<file path="src/rtl/exec_unit_if.sv">
// exec_unit_if: execute-stage bus (master drives start/op/operands/destReg; slave returns busy/done/zero and the bank write port readWrite/writeReg/writeData)
interface exec_unit_if #(
  parameter int DATA_WIDTH = 32,
  parameter int REG_ADDR_WIDTH = 5
);
  logic start;
  logic [2:0] op;
  logic [DATA_WIDTH-1:0] dataReadA;
  logic [DATA_WIDTH-1:0] dataReadB;
  logic [REG_ADDR_WIDTH-1:0] destReg;
  logic busy;
  logic done;
  logic zero;
  logic readWrite;
  logic [REG_ADDR_WIDTH-1:0] writeReg;
  logic [DATA_WIDTH-1:0] writeData;
  modport master (
    output start, op, dataReadA, dataReadB, destReg,
    input busy, done, zero, readWrite, writeReg, writeData
  );
  modport slave (
    input start, op, dataReadA, dataReadB, destReg,
    output busy, done, zero, readWrite, writeReg, writeData
  );
endinterface

</file>
<file path="src/rtl/exec_unit.sv">
// exec_unit: execute stage (clock, clear async reset, bus slave); 1-cycle ADD/SUB/AND/OR/SLT, 32-step MUL/DIVU/REMU, result to bank write port
module exec_unit #(
  parameter int DATA_WIDTH = 32,
  parameter int REG_ADDR_WIDTH = 5
) (
  input logic clock,
  input logic clear,
  exec_unit_if.slave bus
);
  localparam int CW = $clog2(DATA_WIDTH);
  typedef enum logic [1:0] {IDLE, CALC, DONE} state_t;
  state_t state, state_n;
  logic [2:0] op_r;
  logic [DATA_WIDTH-1:0] b_r, acc, lo, mc, acc_n, lo_n, mc_n, simple, iter_res;
  logic [REG_ADDR_WIDTH-1:0] dest_r;
  logic [CW-1:0] cnt;
  logic [DATA_WIDTH:0] sh;
  logic ge, last, iter, is_mul;
  assign iter = bus.op[2] & (bus.op[1] | bus.op[0]);
  assign is_mul = op_r == 3'b101;
  assign last = cnt == CW'(DATA_WIDTH - 1);
  always_comb begin
    simple = bus.op == 3'b000 ? bus.dataReadA + bus.dataReadB :
             bus.op == 3'b001 ? bus.dataReadA - bus.dataReadB :
             bus.op == 3'b010 ? bus.dataReadA & bus.dataReadB :
             bus.op == 3'b011 ? bus.dataReadA | bus.dataReadB :
             {{(DATA_WIDTH-1){1'b0}}, $signed(bus.dataReadA) < $signed(bus.dataReadB)};
    sh = {acc, lo[DATA_WIDTH-1]};
    ge = sh >= {1'b0, b_r};
    acc_n = is_mul ? acc + (lo[0] ? mc : '0) : ge ? sh[DATA_WIDTH-1:0] - b_r : sh[DATA_WIDTH-1:0];
    lo_n = is_mul ? lo >> 1 : {lo[DATA_WIDTH-2:0], ge};
    mc_n = mc << 1;
    iter_res = op_r == 3'b110 ? lo_n : acc_n;
  end
  always_ff @(posedge clock or posedge clear)
    if (clear) state <= IDLE;
    else state <= state_n;
  always_comb begin
    state_n = state == IDLE ? (bus.start ? (iter ? CALC : DONE) : IDLE) :
              state == CALC ? (last ? DONE : CALC) : IDLE;
    bus.busy = state != IDLE;
    bus.done = state == DONE;
    bus.readWrite = bus.done && bus.writeReg != '0;
    bus.zero = bus.done && bus.writeData == '0;
  end
  always_ff @(posedge clock or posedge clear)
    if (clear) begin
      op_r <= '0;
      b_r <= '0;
      dest_r <= '0;
      cnt <= '0;
      acc <= '0;
      lo <= '0;
      mc <= '0;
      bus.writeData <= '0;
      bus.writeReg <= '0;
    end else if (state == IDLE && bus.start) begin
      op_r <= bus.op;
      b_r <= bus.dataReadB;
      dest_r <= bus.destReg;
      cnt <= '0;
      acc <= '0;
      mc <= bus.dataReadA;
      lo <= bus.op == 3'b101 ? bus.dataReadB : bus.dataReadA;
      if (!iter) begin
        bus.writeData <= simple;
        bus.writeReg <= bus.destReg;
      end
    end else if (state == CALC) begin
      acc <= acc_n;
      lo <= lo_n;
      mc <= mc_n;
      cnt <= cnt + 1'b1;
      if (last) begin
        bus.writeData <= iter_res;
        bus.writeReg <= dest_r;
      end
    end
endmodule

</file>
<file path="src/flat_wrapper.sv">
// flat-port wrapper written by rule: the top's interface ports become plain ports
module exec_unit_flat 
#(
  parameter int DATA_WIDTH = 32,
  parameter int REG_ADDR_WIDTH = 5
)
  (clock, clear, bus_start, bus_op, bus_dataReadA, bus_dataReadB, bus_destReg, bus_busy, bus_done, bus_zero, bus_readWrite, bus_writeReg, bus_writeData);
  exec_unit_if #(.DATA_WIDTH(DATA_WIDTH), .REG_ADDR_WIDTH(REG_ADDR_WIDTH)) bus_i ();
  input logic clock;
  input logic clear;
  input wire logic [$bits(bus_i.start)-1:0] bus_start;
  input wire logic [$bits(bus_i.op)-1:0] bus_op;
  input wire logic [$bits(bus_i.dataReadA)-1:0] bus_dataReadA;
  input wire logic [$bits(bus_i.dataReadB)-1:0] bus_dataReadB;
  input wire logic [$bits(bus_i.destReg)-1:0] bus_destReg;
  output wire logic [$bits(bus_i.busy)-1:0] bus_busy;
  output wire logic [$bits(bus_i.done)-1:0] bus_done;
  output wire logic [$bits(bus_i.zero)-1:0] bus_zero;
  output wire logic [$bits(bus_i.readWrite)-1:0] bus_readWrite;
  output wire logic [$bits(bus_i.writeReg)-1:0] bus_writeReg;
  output wire logic [$bits(bus_i.writeData)-1:0] bus_writeData;
  assign bus_i.start = bus_start;
  assign bus_i.op = bus_op;
  assign bus_i.dataReadA = bus_dataReadA;
  assign bus_i.dataReadB = bus_dataReadB;
  assign bus_i.destReg = bus_destReg;
  assign bus_busy = bus_i.busy;
  assign bus_done = bus_i.done;
  assign bus_zero = bus_i.zero;
  assign bus_readWrite = bus_i.readWrite;
  assign bus_writeReg = bus_i.writeReg;
  assign bus_writeData = bus_i.writeData;
  exec_unit #(.DATA_WIDTH(DATA_WIDTH), .REG_ADDR_WIDTH(REG_ADDR_WIDTH)) u_core (.clock(clock), .clear(clear), .bus(bus_i));
endmodule
</file>
<file path="config.mk">
export PLATFORM = sky130hd
export DESIGN_NAME = exec_unit_flat
export DESIGN_NICKNAME = d
export VERILOG_FILES = /design/src/rtl/exec_unit_if.sv /design/src/rtl/exec_unit.sv /design/src/flat_wrapper.sv
export SDC_FILE = /design/constraint.sdc
export NUM_CORES = 1
export LEC_CHECK = 0
export BUFFER_PORTS_ARGS = -buffer_cell sky130_fd_sc_hd__buf_2
export CAP_MARGIN = 20
export CORE_ASPECT_RATIO = 1.4
export CORE_MARGIN = 2
export CORE_UTILIZATION = 40
export DETAILED_ROUTE_END_ITERATION = 16
export GPL_ROUTABILITY_DRIVEN = 0
export PLACE_DENSITY = 0.66
export SKIP_LAST_GASP = 1
export SYNTH_ARGS = -nofsm -noshare
export SYNTH_HDL_FRONTEND = slang
export SYNTH_SLANG_ARGS = --single-unit
</file>
<file path="constraint.sdc">
create_clock -name clock -period 8.6 [get_ports clock]
set_input_delay 0 -clock clock [delete_from_list [all_inputs] [get_ports clock]]
set_output_delay 0 -clock clock [all_outputs]
set_load 0.01 [all_outputs]
</file>
==> results.ini <==
[grt]
grt_first_pass_wirelength_mm = 97.4
grt_usage = 0.273
overflow = 0
grt_start_max_net_pins = 108
first_global_vias = 17318
grt_antenna_before_repair = 0

[floorplan]
placementRows = 90
die-height_um = 250
dieArea_um2 = 45000
die_width_um = 180
initial_utilization = 0.404
standard_cell_core_area_um2 = 42900
pin_count = 116

[run_status]
outcome = completed

[pwr]
leakage_nw = 8.90
power_density_nw_per_um2 = 347
vdd_drop_max_uv = 197

[worst_setup_path]
worst_ep_arrival_time_ps = 4520
crit_path_max_fanout = 35
worst-endpoint-required_ps = 8920
critical_path_class = reg -> reg
worstSetupStartpointType = register
critical_path.endpoint_type = register

[timing]
hold_slack_ps = 61.8
finClkSkew_ps = 11.8
final_max_slew_viol_count = 0
worstMarginPinSlew_ps = 1130
setup_viol = 0
hold_violations = 0
fmax_mhz = 238
maxSlewHeadroom = 0.242
fin_crit_sh = 0.488
setup_repair_after_global_routing_missed_its_margin = false
layout_min_cycle_time_ps = 4200
fin_setup_tns_ps = 0

[worst_hold_path]
worstHoldPathType = in -> reg

[drt]
detail_route.wl_per_cell_um = 21.4
avgViaCountPerCell = 6.16
detailedRoute.firstIterationViolations = 1664
drt_drc_violations_left = 0
routed_wirelength_mm = 63.0
vias_after_detailed_routing = 18111
ant_nets = 0
drt_pre_antenna_iters = 5

[logic_synthesis]
synth_seq_cells = 180
syn-mean-instance-area_um2 = 7.57
synth_cell_types = 96
synth_area_um2 = 17300
synth_enable_flop_cells = 0
synth_warnings = 0
number_of_nets_in_the_synthesized_netlist = 2529
ys.flop_type = dfrtp_1
synthesized_netlist_cell_count = 2289
asyncSetResetFlopFracSynth = 1.00
post-synth-top-area-fraction = 0.260
yosysTopAreaCell = dfrtp_1
synth-seq-area-share = 0.260
cell_types_with_the_largest_area_share_after_synthesis = dfrtp_1 (26%), ha_1 (12%), nand2_1 (6.9%), a21oi_1 (5.9%), o21ai_0 (5.5%)

[layout]
drive_above_1_share = 0.0963
areaGrowthSynthToFinish_pct = 12.6
postLayoutCellArea_um2 = 19500
most-common-layout-cells = nand2_1 (319), a21oi_1 (204), o21ai_0 (191), dfrtp_1 (180), nor2_1 (168)
layout.cells.most_common = nand2_1
nFillCells = 4197
final_nets = 2616

[flow_run]
max_cap_check_violation_count = 0

[placed_design]
placed_cell_area_um2 = 18200
dp_hpwl_mm = 47.1
io_buffer_count = 115

[clocking]
clk_root_buffer_cell = clkbuf_16
worst_setup_hold_path_clk_slew_ps = 70
cts_inserted_buffers = 17
clk_path_buf_depth = 2
post_cts.resized_instances = 0
clock_latency_late_sink_ps = 470
number_of_h_tree_branching_levels = 4
cts_tree = built
clock_sinks = 180

[synthesized netlist by cell type, types with 5 or more instances]
master and n:
a21oi_1 204, a31o_2 6, o31ai_1 16, buf_1 14, a21boi_0 5, nand2b_1 17
nor2_1 170, dfrtp_1 180, o221ai_1 11, nand2_1 320, o211ai_1 60, a2111oi_0 6
ha_1 161, buf_2 11, a221o_1 6, mux2_2 6, o21ai_1 7, o21a_1 12
nor2b_1 23, or2_2 8, a31oi_1 25, nor4_1 19, a21o_1 31, mux2i_1 20
nand3b_1 5, o22ai_1 13, o21bai_1 15, inv_1 149, nand4_1 22, a32o_1 5
o21ai_0 191, and3_1 15, clkbuf_1 106, a22oi_1 39, nand3_1 83, and2_1 38
a221oi_1 11, xor2_1 29, a211oi_1 42, xnor2_1 55, nor3_1 34
[registers in the layout (all words and copies together), names as in the netlist, 5 cells and up]
name / count
u_core.acc: 32
u_core.dest_r: 5
u_core.lo: 32
u_core.bus.writeData: 32
u_core.mc: 32
u_core.bus.writeReg: 5
u_core.cnt: 5
u_core.b_r: 32
[worst max-delay path, stage by stage, from the launching register on]
cell and delay, ps:
dfrtp_1 740, and2_1 350, ha_1 240, fa_1 450, a21o_1 210, a221oi_2 380
o21ai_0 270, nand2_1 200, o21ai_1 130, a2111oi_0 530, nor3_1 100, o31a_1 320
nand2_1 80, nand3_1 80
[final timing paths]
| check | endpoint | slack [ps] | cells after the start | from |
|---|---|---|---|---|
| max | u_core.bus.writeData[20] | 4400 | 13 | u_core.lo[0] |
| min | u_core.mc[0] | 60 | 3 | bus_dataReadA[0] |
| max reg2reg | u_core.bus.writeData[20] | 4400 | 13 | u_core.lo[0] |
| min reg2reg | u_core.dest_r[1] | 470 | 2 | u_core.dest_r[1] |
| max in group asynchronous | u_core.cnt[1] | 6930 | 4 | clear |
| min in group asynchronous | u_core.b_r[5] | 180 | 3 | clear |
[layout make-up]
class | count | area [µm²] | area share
Multi-Input combinational cell | 1819 | 11700 | 0.600
Tap cell | 552 | 691 | 0.0354
Clock inverter | 12 | 141 | 0.00725
Sequential cell | 180 | 4500 | 0.231
Inverter | 150 | 571 | 0.0293
Antenna cell | 1 | 2.50 | 0.000128
Clock buffer | 20 | 447 | 0.0229
Timing Repair Buffer | 208 | 1450 | 0.0742
[through the flow]
stage           util  cells  power, mW  setup WS [ps]
2_1_floorplan      -   2289       4.61           3710
5_1_grt        0.455   2941       7.24           3950
4_1_cts        0.455   2941       6.66           4410
6_report       0.455   2942       6.76           4400
3_5_place_dp   0.425   2840       5.79           4400
3_3_place_gp   0.425   2840       5.71           4550
[cell families after synthesis]
group	after synthesis	share of synthesized area
xor+xnor	84	0.0425
buf+inv	290	0.0659
compound gates	770	0.290
fa+ha+maj	165	0.121
flops	180	0.260
simple gates	772	0.202
mux	28	0.0181
[routing by layer]
layer | GRT usage | part of all wire
met5 | 0 | 0
met4 | 0.172 | 0.063
met2 | 0.441 | 0.46
met1 | 0.341 | 0.40
met3 | 0.0398 | 0.079
[power by group]
part,internal [mW],total [mW],switching [mW]
registers,1.25,1.67,0.427
logic,1.59,4.27,2.68
clock network,0.441,0.819,0.377
[what timing repair did]
action                                 4_1_cts  5_1_grt
hold buffers                                69        0
setup buffers                                0        0
endpoints found under the hold margin      210        0
setup endpoints to repair                    0        0
Power figures use the tool's default switching activity.
